`src/rtl/wb_port_arbiter.sv`:
```
// rtl/wb_port_arbiter.sv - three-source write-back arbiter with per-source FIFOs and a registered RF write port.
// Define WB_ARB_RR_EN for round-robin grants; by default Mem > AluMisc > Mult.
module wb_port_arbiter #(
  parameter int DEPTH = 2,
  parameter int PTR_W = $clog2(DEPTH)
) (
  input  logic        clock,
  input  logic        reset,
  input  logic        mul_wb_valid,
  output logic        mul_wb_ready,
  input  logic [4:0]  mul_wb_regdest,
  input  logic        mul_wb_writereg,
  input  logic [31:0] mul_wb_wbvalue,
  input  logic        am_wb_valid,
  output logic        am_wb_ready,
  input  logic [4:0]  am_wb_regdest,
  input  logic        am_wb_writereg,
  input  logic [31:0] am_wb_wbvalue,
  input  logic        mem_wb_valid,
  output logic        mem_wb_ready,
  input  logic [4:0]  mem_wb_regdest,
  input  logic        mem_wb_writereg,
  input  logic [31:0] mem_wb_wbvalue,
  output logic        wb_reg_en,
  output logic [4:0]  wb_reg_addr,
  output logic [31:0] wb_reg_data,
  output logic        wb_busy
);

  localparam int NSRC = 3;
  localparam logic [1:0] SRC_MUL = 2'd0;
  localparam logic [1:0] SRC_AM  = 2'd1;
  localparam logic [1:0] SRC_MEM = 2'd2;
  localparam logic [PTR_W:0] FULL_CNT = (PTR_W + 1)'(DEPTH);

  logic [NSRC-1:0] w_valid;
  logic [NSRC-1:0] w_writereg;
  logic [NSRC-1:0] w_ready;
  logic [NSRC-1:0] w_push;
  logic [NSRC-1:0] w_pop;
  logic [NSRC-1:0] w_nonempty;
  logic [4:0]      w_in_dest [NSRC];
  logic [31:0]     w_in_val  [NSRC];

  logic [36:0]      r_fifo [NSRC][DEPTH];
  logic [PTR_W-1:0] r_wptr [NSRC];
  logic [PTR_W-1:0] r_rptr [NSRC];
  logic [PTR_W:0]   r_cnt  [NSRC];

  logic        r_wb_en;
  logic [4:0]  r_wb_addr;
  logic [31:0] r_wb_data;

  logic        w_found;
  logic [1:0]  w_gnt_idx;
  logic [36:0] w_head;

  assign w_valid    = {mem_wb_valid, am_wb_valid, mul_wb_valid};
  assign w_writereg = {mem_wb_writereg, am_wb_writereg, mul_wb_writereg};
  assign w_in_dest[SRC_MUL] = mul_wb_regdest;
  assign w_in_dest[SRC_AM]  = am_wb_regdest;
  assign w_in_dest[SRC_MEM] = mem_wb_regdest;
  assign w_in_val[SRC_MUL]  = mul_wb_wbvalue;
  assign w_in_val[SRC_AM]   = am_wb_wbvalue;
  assign w_in_val[SRC_MEM]  = mem_wb_wbvalue;

  always_comb begin
    for (int i = 0; i < NSRC; i++) begin
      // Ready looks only at the count: a full FIFO never accepts, even while popping.
      w_ready[i]    = reset && (r_cnt[i] != FULL_CNT);
      w_nonempty[i] = (r_cnt[i] != '0);
      w_push[i]     = w_valid[i] && w_ready[i] && w_writereg[i];
    end
  end

  assign mul_wb_ready = w_ready[SRC_MUL];
  assign am_wb_ready  = w_ready[SRC_AM];
  assign mem_wb_ready = w_ready[SRC_MEM];
  assign wb_busy      = |w_nonempty;

`ifdef WB_ARB_RR_EN
  logic [1:0] r_rr_last;

  function automatic logic [1:0] rr_next(input logic [1:0] s);
    rr_next = (s == SRC_MUL) ? SRC_MEM : (s - 2'd1);
  endfunction

  always_comb begin
    logic [1:0] v_idx;
    w_found   = 1'b0;
    w_gnt_idx = SRC_MUL;
    v_idx     = r_rr_last;
    for (int k = 0; k < NSRC; k++) begin
      v_idx = rr_next(v_idx);
      if (!w_found && w_nonempty[v_idx]) begin
        w_found   = 1'b1;
        w_gnt_idx = v_idx;
      end
    end
  end

  always_ff @(posedge clock or negedge reset) begin
    if (!reset) begin
      r_rr_last <= SRC_MEM;
    end else if (w_found) begin
      r_rr_last <= w_gnt_idx;
    end
  end
`else
  always_comb begin
    w_found   = 1'b1;
    w_gnt_idx = SRC_MUL;
    if (w_nonempty[SRC_MEM]) begin
      w_gnt_idx = SRC_MEM;
    end else if (w_nonempty[SRC_AM]) begin
      w_gnt_idx = SRC_AM;
    end else if (w_nonempty[SRC_MUL]) begin
      w_gnt_idx = SRC_MUL;
    end else begin
      w_found = 1'b0;
    end
  end
`endif

  always_comb begin
    w_pop = '0;
    if (w_found) begin
      w_pop[w_gnt_idx] = 1'b1;
    end
  end

  assign w_head = r_fifo[w_gnt_idx][r_rptr[w_gnt_idx]];

  // Storage needs no reset; validity is tracked by the pointers and counts.
  always_ff @(posedge clock) begin
    for (int i = 0; i < NSRC; i++) begin
      if (w_push[i]) begin
        r_fifo[i][r_wptr[i]] <= {w_in_dest[i], w_in_val[i]};
      end
    end
  end

  always_ff @(posedge clock or negedge reset) begin
    if (!reset) begin
      for (int i = 0; i < NSRC; i++) begin
        r_wptr[i] <= '0;
        r_rptr[i] <= '0;
        r_cnt[i]  <= '0;
      end
      r_wb_en   <= 1'b0;
      r_wb_addr <= '0;
      r_wb_data <= '0;
    end else begin
      for (int i = 0; i < NSRC; i++) begin
        if (w_push[i]) begin
          r_wptr[i] <= r_wptr[i] + 1'b1;
        end
        if (w_pop[i]) begin
          r_rptr[i] <= r_rptr[i] + 1'b1;
        end
        case ({w_push[i], w_pop[i]})
          2'b10:   r_cnt[i] <= r_cnt[i] + 1'b1;
          2'b01:   r_cnt[i] <= r_cnt[i] - 1'b1;
          default: r_cnt[i] <= r_cnt[i];
        endcase
      end
      r_wb_en <= w_found;
      // Address/data hold when idle; the register file only samples them with wb_reg_en.
      if (w_found) begin
        r_wb_addr <= w_head[36:32];
        r_wb_data <= w_head[31:0];
      end
    end
  end

  assign wb_reg_en   = r_wb_en;
  assign wb_reg_addr = r_wb_addr;
  assign wb_reg_data = r_wb_data;

endmodule

```
`config.mk`:
```
export PLATFORM = sky130hd
export DESIGN_NAME = wb_port_arbiter
export DESIGN_NICKNAME = d
export VERILOG_FILES = /design/src/rtl/wb_port_arbiter.sv
export SDC_FILE = /design/constraint.sdc
export NUM_CORES = 1
export LEC_CHECK = 0
export ABC_AREA = 1
export CORE_UTILIZATION = 50
export CTS_BUF_LIST = sky130_fd_sc_hd__clkbuf_4 sky130_fd_sc_hd__clkbuf_8 sky130_fd_sc_hd__clkbuf_16
export CTS_CLUSTER_DIAMETER = 50
export DETAILED_ROUTE_END_ITERATION = 10
export PLACE_DENSITY = 0.74
export SLEW_MARGIN = 20
export SYNTH_ARGS = -nofsm -noshare
export SYNTH_HDL_FRONTEND = slang
export SYNTH_SLANG_ARGS = --single-unit
```
`constraint.sdc`:
```
create_clock -name clock -period 8.1 [get_ports clock]
set_input_delay 1.215 -clock clock [delete_from_list [all_inputs] [get_ports clock]]
set_output_delay 1.215 -clock clock [all_outputs]
set_load 0.1 [all_outputs]
```
==> run metrics, run 1 <==
Gates resized, CTS repair 0; area delta synth->final 25.5%; post-CTS setup buffer count 0; critical path startpoint category flop; Total GRT Usage 0.239; RSZ-0062 raised after global routing no; Starting Density 0.517; endpoints failing hold 0; static leakage ~5.8 nW; max incr delay on CP just under 1 ns; cells after synthesis about 1k; Pre-Repair DR Iteration Count 5; setup TNS 0 ns; htree depth 1; worst min path class reg2reg; sequential element share of the synthesized area 0.719; Die X-Extent between 150 and 200 um; design area between 0.01 and 0.015 mm2; clock slew at reported path FFs 0.06 ns; TritonCTS clock tree done; post-synth cell types 18; Crit Path Max Fanout 39; Core Area 0.0213 mm2; fin crit share 0.602; DRT iter0 DRCs around 570; status finished, final reports clean; GRT Residual Overflow 0; total nets after synthesis 1135; headroom to the max-slew limit 0.279; Worst EP required 6.88 ns; Synth warnings 0; critical path endpoint category primary output; Skew-Pair Late Insertion Delay between 0.5 and 0.6 ns; total of max-cap violations 0; Tightest Pin Transition 1.08 ns; Via Count roughly 7.6k; flops & latches, synth 272; Post-Syn Area per Cell approximately 11 um2; cts hold-fix bufs 0; vias per inst ~5.2; slowest CP cell clkdlybuf4s50_1; die area ~0.023 mm2; critical path type reg2out; dpl cell area between 0.01 and 0.015 mm2; IO Count around 160; final WL around 27000 um; fmax a little over 0.2 GHz; leading cell type in the layout, fill and taps excluded nand2_1; clk buf depth 3; commonest cells after routing, fill and taps aside 303 x nand2_1, 222 x edfxtp_1, 159 x clkdlybuf4s50_1; ant diodes 0; PortBufs 160; num rows 53; layout cells sized above 1 0.0629; Placer Congestion between 0.7 and 0.8; Nets 1292; Post-DRT Antenna Nets 0; final setup fails 0; Final Critical Period ~4.9 ns; die height about 150 um; drt wl/cell approximately 18 um; Post-Syn Area around 0.011 mm2; total power per unit cell area approximately 390 mW/mm2; initial antenna violation count 0; pin count of the biggest net entering global routing 80; vias in the first global route about 7.5k; CTS sink count between 200 and 300; CTS Buf Count 29; hpwl dp between 10000 and 15000 um; Tot Pwr 5.39 mW; Final Max Tran Viols 0; global-route wire length before repair approximately 40000 um; DRC 0; crit path DAT around 3.7 ns; Root Buffer clkbuf_16; Final Skew roughly 0.012 ns; sequence of cells on the critical path nor2_4, buf_4, nand2_2, inv_1, nand3_2, clkdlybuf4s50_1; VDD IR max about 0.27 mV
## power by group
group	leakage, nW	internal [mW]	switching (mW)	total (mW)
Sequential	2.58	1.73	0.123	1.86
Clock	0.470	0.766	0.511	1.28
Combinational	2.72	0.557	1.70	2.26
## through the flow
stage	std cells	worst slack, ns	utilization	hold WS [ns]
final	1467	3.23	0.649	0.482
after global placement	1414	3.50	0.605	0.454
after floorplan	1013	2.79	-	0.442
after CTS	1467	3.20	0.649	0.485
after detailed placement	1414	3.47	0.605	0.466
after global routing	1467	3.09	0.649	0.503
## registers in the layout (all words and copies together) (netlist names)
signal and flops:
wb_reg_addr 5, wb_reg_data 32, r_cnt 6, r_rptr 3, r_wptr 3, wb_reg_en 1
r_fifo 222
## Yosys cell counts (all sizes together)
cell,number,area share
nor2,159,0.056
a21oi,5,0.0023
buf,38,0.018
dfrtp,50,0.11
xnor2,3,0.0024
clkbuf,7,0.0024
inv,92,0.031
edfxtp,222,0.61
nand3,118,0.054
xor2,7,0.0056
ha,3,0.0034
nand2,306,0.10
o21ai,3,0.0014
## final timing paths
kind                       cells after the start            start         endpoint  slack (ns)
max                                            6         r_cnt[2]          wb_busy        3.23
min                                            2  wb_reg_data[11]  wb_reg_data[11]        0.48
max reg2reg                                   12         r_cnt[2]         r_cnt[5]        4.53
min reg2reg                                    2  wb_reg_data[11]  wb_reg_data[11]        0.48
max in group asynchronous                      2            reset   wb_reg_data[5]        6.80
min in group asynchronous                      2            reset  wb_reg_data[31]        0.81
## routing by layer
metal / track usage / vias up / wire length, um
li1: - / 3612 / -
met1: 0.326 / 3572 / 10600
met2: 0.388 / 354 / 12800
met3: 0.0479 / 51 / 2620
met4: 0.0753 / 0 / 638
met5: 0 / - / 0
## worst max-delay path: cells and delay by family, from the launching register on
kind                   cells  cell delay, ns
buffers and inverters      3            1.73
and+or+nand+nor            3            0.94
DFF                        1            0.45
## final cells by class
| cell class | instances | area [um2] |
|---|---|---|
| clock inverter | 11 | 81.3 |
| inverter | 92 | 345 |
| fill | 1575 | 7470 |
| sequential | 272 | 7920 |
| clock buffer | 42 | 861 |
| tap | 275 | 344 |
| multi-input combinational | 604 | 2590 |
| timing repair buffer | 171 | 1680 |
## cell families after synthesis
logic type,after synthesis,synth area share
adder cells (fa/ha/maj),3,0.00341
AO/OA/AOI/OAI,8,0.00364
flip-flops,272,0.719
buffers and inverters,137,0.0518
XOR/XNOR,10,0.00796
AND/OR/NAND/NOR,583,0.214
Power figures use the tool's default switching activity.
==> run 2: changes to the inputs <==
CORE_UTILIZATION = 49   (was 50)
PLACE_DENSITY = 0.76   (was 0.74)
clock period = 4.1 ns   (was 8.1 ns; I/O delays follow)
==> run metrics, run 2 (same netlist as run 1, synthesis figures left out) <==
drt wl/cell 17.7 um; layout cells sized above 1 0.0727; htree depth 1; final WL approximately 26000 um; R2R Path Start r_cnt[0]; critical path type reg2out; area delta synth->final 26.1%; Comb pwr share 0.412; initial antenna violation count 1; Total GRT Usage 0.229; total power per unit cell area roughly 770 mW/mm2; Crit Path Max Fanout 21; failing checks DRC; final core utilization 0.632; Worst EP required 3.48 ns; hpwl dp 15500 um; Final Critical Period just over 3 ns; IO Count 161; num rows 54; headroom to the max-slew limit 0.293; crit path DAT around 2.4 ns; Root Buffer clkbuf_16; post-CTS setup buffer count 0; GRT Residual Overflow 0; Sw Share 0.427; RSZ-0062 raised after global routing no; DRT iter0 DRCs roughly 500; Tightest Pin Transition about 1.1 ns; Die X-Extent around 150 um; Gates resized, CTS repair 0; Skew-Pair Late Insertion Delay about 0.53 ns; vias per inst between 5 and 6; global-route wire length before repair roughly 40000 um; TritonCTS clock tree done; number of flip-flops in the largest register 222; Core Area ~0.022 mm2; R2R Setup Slk ~1.2 ns; Post-DRT Antenna Nets 0; pin count of the biggest net entering global routing 80; final setup fails 0; total of max-cap violations 0; Pre-Repair DR Iteration Count 9; critical path startpoint category flop; Placer Congestion roughly 0.76; fmax 0.329 GHz; DRC 26; Starting Density 0.501; Via Count approximately 7.5k; status complete, but fails checks; Worst R2R Path Depth 9; die height around 150 um; CTS Buf Count 29; Final Max Tran Viols 0; Switch Pwr 4.57 mW; PortBufs 160; critical path endpoint category primary output; FF-to-FF End wb_reg_data[23]; vias in the first global route 7414; sequential power share 0.343; CTS sink count 272; clk buf depth 3; leading cell type in the layout, fill and taps excluded nand2_1; clock slew at reported path FFs 0.06 ns; VDD IR max about 0.53 mV; internal power 6.14 mW; static leakage about 5.8 nW; fin crit share 0.740; endpoints failing hold 0; Final Skew 0.0117 ns; Tot Pwr between 10 and 15 mW; cts hold-fix bufs 0; share of power burned in the clock network 0.245; worst min path class in2async; die area roughly 0.023 mm2; Nets ~1.3k; commonest cells after routing, fill and taps aside 303 x nand2_1, 222 x edfxtp_1, 155 x clkdlybuf4s50_1
-- run 2: worst max path at each step --
stage / from / endpoint / cells after the start
3_3_place_gp: am_wb_writereg / r_fifo[1][31] / 4
4_1_cts: r_cnt[2] / wb_busy / 6
2_1_floorplan: reset / r_fifo[2][0] / 4
6_report: r_cnt[2] / wb_busy / 6
5_1_grt: r_cnt[0] / wb_reg_data[23] / 9
3_5_place_dp: r_cnt[0] / wb_reg_data[21] / 9
-- run 2: layout make-up --
cell class / instances / area [um2]
diodes: 1 / 2.50
repair buffers: 176 / 1710
clock buffers: 41 / 841
flip-flops and latches: 272 / 7920
fillers: 1674 / 8070
clock inverters: 12 / 136
multi-input cells: 604 / 2590
inverters: 92 / 345
well taps: 280 / 350
-- run 2: layer usage --
metal | global-route usage | vias to the layer above | wire length [um]
li1 | - | 3614 | -
met4 | 0.0729 | 0 | 611
met5 | 0 | - | 0
met2 | 0.400 | 278 | 13100
met1 | 0.300 | 3595 | 10700
met3 | 0.0299 | 42 | 1670
-- run 2: critical path, cell delays in order (launching register included) --
cell	delay (ns)
dfrtp_1	0.46
nor2_4	0.15
nand2_2	0.06
inv_1	0.08
nand3_2	0.45
buf_4	0.43
buf_4	0.27
-- run 2: power groups by stage --
stage	Sequential (mW)	Combinational, mW	Clock [mW]
global placement	3.72	4.31	0
floorplan	5.02	1.91	0
CTS	3.68	4.44	2.66
global route	3.71	4.77	2.76
finish	3.67	4.42	2.62
detailed placement	3.72	4.43	0
-- run 2: stage by stage --
step / setup WS (ns) / cell area [um2] / TNS, ns / cells / hold WS (ns)
after floorplan: -0.360 / 11000 / -38.64 / 1013 / 0.319
after CTS: 1.06 / 13900 / 0 / 1477 / 0.261
after detailed placement: 1.20 / 12900 / 0 / 1424 / 0.464
final: 1.06 / 13900 / 0 / 1478 / 0.245
after global placement: 1.30 / 12900 / 0 / 1424 / 0.454
after global routing: 0.958 / 13900 / 0 / 1478 / 0.292
==> run 3: changes to the inputs <==
CORE_UTILIZATION = 50   (was 49)
PLACE_DENSITY = 0.74   (was 0.76)
clock period = 2.9 ns   (was 4.1 ns; I/O delays follow)
==> run metrics, run 3 (same netlist as run 1, synthesis figures left out) <==
Total GRT Usage 0.243; area delta synth->final 26.8%; Via Count 7658; Filler cells between 1.5k and 2k; total power per unit cell area 1100 mW/mm2; buffers and inverters on the worst path 3; cts hold-fix bufs 0; Final Max Tran Viols 0; Reg area between 0.007 and 0.008 mm2; DRT iter0 DRCs 555; GRT Residual Overflow 0; headroom to the max-slew limit 0.445; clock slew at reported path FFs roughly 0.06 ns; Placer Congestion ~0.83; total of max-cap violations 0; CTS sink count around 270; Pre-Repair DR Iteration Count 5; critical path startpoint category flop; Gates resized, CTS repair 0; Multi-input gate area around 0.0026 mm2; final core utilization 0.656; PortBufs 160; static leakage just under 6 nW; slowest CP cell dfrtp_1; crit path DAT 2.18 ns; post-route setup slack 0.284 ns; max incr delay on CP between 0.4 and 0.5 ns; Die X-Extent ~150 um; VDD IR max just over 0.7 mV; commonest cells after routing, fill and taps aside 303 x nand2_1, 222 x edfxtp_1, 149 x nor2_1; initial antenna violation count 1; hpwl dp 15600 um; Skew-Pair Late Insertion Delay 0.53 ns; DRC 0; R2R Setup Slk 0.57 ns; worst min path class in2async; Starting Density 0.517; Final Skew between 0.009 and 0.01 ns; clk buf depth 3; drt wl/cell 18.0 um; vias per inst slightly above 5; RSZ-0062 raised after global routing no; critical path endpoint category primary output; final setup fails 0; pin count of the biggest net entering global routing 52; status finished, final reports clean; Nets around 1.3k; critical path type reg2out; Post-DRT Antenna Nets 0; Crit Path Max Fanout 19; Core Area about 0.021 mm2; vias in the first global route roughly 7.5k; leading cell type in the layout, fill and taps excluded nand2_1; fmax 0.382 GHz; worst hold slack 0.0754 ns; global-route wire length before repair about 40000 um; post-CTS setup buffer count 0; die height about 150 um; endpoints failing hold 0; TritonCTS clock tree done; Tightest Pin Transition roughly 0.83 ns; die area 0.0226 mm2; num rows 53; IO Count 161; fin crit share 0.902; sequence of cells on the critical path nor2_4, nand2_2, inv_1, nand3_2, buf_4, buf_12; CTS Buf Count 29; Root Buffer clkbuf_16; final WL about 27000 um; Worst EP required ~2.5 ns; number of flip-flops in the largest register approximately 220; Largest delay share family, worst path buffers and inverters; Final Critical Period between 2 and 3 ns; pre-CTS WS 0.580 ns; layout cells sized above 1 0.115; htree depth 1
## run 3: cell count changes in the layout (fill, tap and decap cells not counted), sizes merged
cell	previous run	this run
clkbuf	41	36
clkdlybuf4s50	155	117
buf	21	67
clkinvlp	2	3
inv	92	95
clkinv	7	8
## run 3: final timing paths
path | end | startpoint | cells after the start
worst max-delay path | wb_busy | r_cnt[0] | 6
worst min-delay path | r_wptr[0] | reset | 2
worst max register to register | r_cnt[1] | r_cnt[0] | 8
worst min register to register | r_rptr[1] | r_rptr[1] | 2
max in group asynchronous | wb_reg_data[30] | reset | 2
min in group clock | r_rptr[1] | r_rptr[1] | 2
## run 3: per-stage QoR
stage	power (mW)	area, um2	setup TNS [ns]	instances
2_1_floorplan	9.81	11000	-49.63	1013
3_3_place_gp	11.6	13000	0	1427
3_5_place_dp	11.7	13000	0	1427
4_1_cts	15.4	14000	0	1480
5_1_grt	16.1	14000	0	1481
6_report	15.3	14000	0	1481
## run 3: area by class of cell
cell class / count / area share
Timing Repair Buffer: 184 / 0.129
Multi-Input combinational cell: 604 / 0.186
Sequential cell: 272 / 0.567
Clock inverter: 17 / 0.0127
Tap cell: 275 / 0.0246
Clock buffer: 36 / 0.0562
Inverter: 92 / 0.0247
Antenna cell: 1 / 0.000179
## run 3: worst register-to-register path, cell delays in order, from the launching register on
cell     delay, ns
dfrtp_1       0.45
nor2_4        0.16
buf_4         0.40
inv_2         0.08
buf_4         0.33
ha_1          0.39
a21oi_1       0.12
o21ai_0       0.11
xor2_1        0.15
## run 3: where the power goes
| part | switching [mW] | leakage (nW) | total, mW | internal [mW] |
|---|---|---|---|---|
| clock | 1.47 | 0.478 | 3.66 | 2.19 |
| combinational | 4.81 | 2.86 | 6.46 | 1.65 |
| sequential | 0.336 | 2.58 | 5.18 | 4.84 |
## run 3: metal layers
layer	wire length, um	vias to the layer above	global-route usage
met5	0	-	0
met4	694	0	0.0884
li1	-	3634	-
met2	12700	338	0.391
met3	2000	55	0.0385
met1	11200	3631	0.333
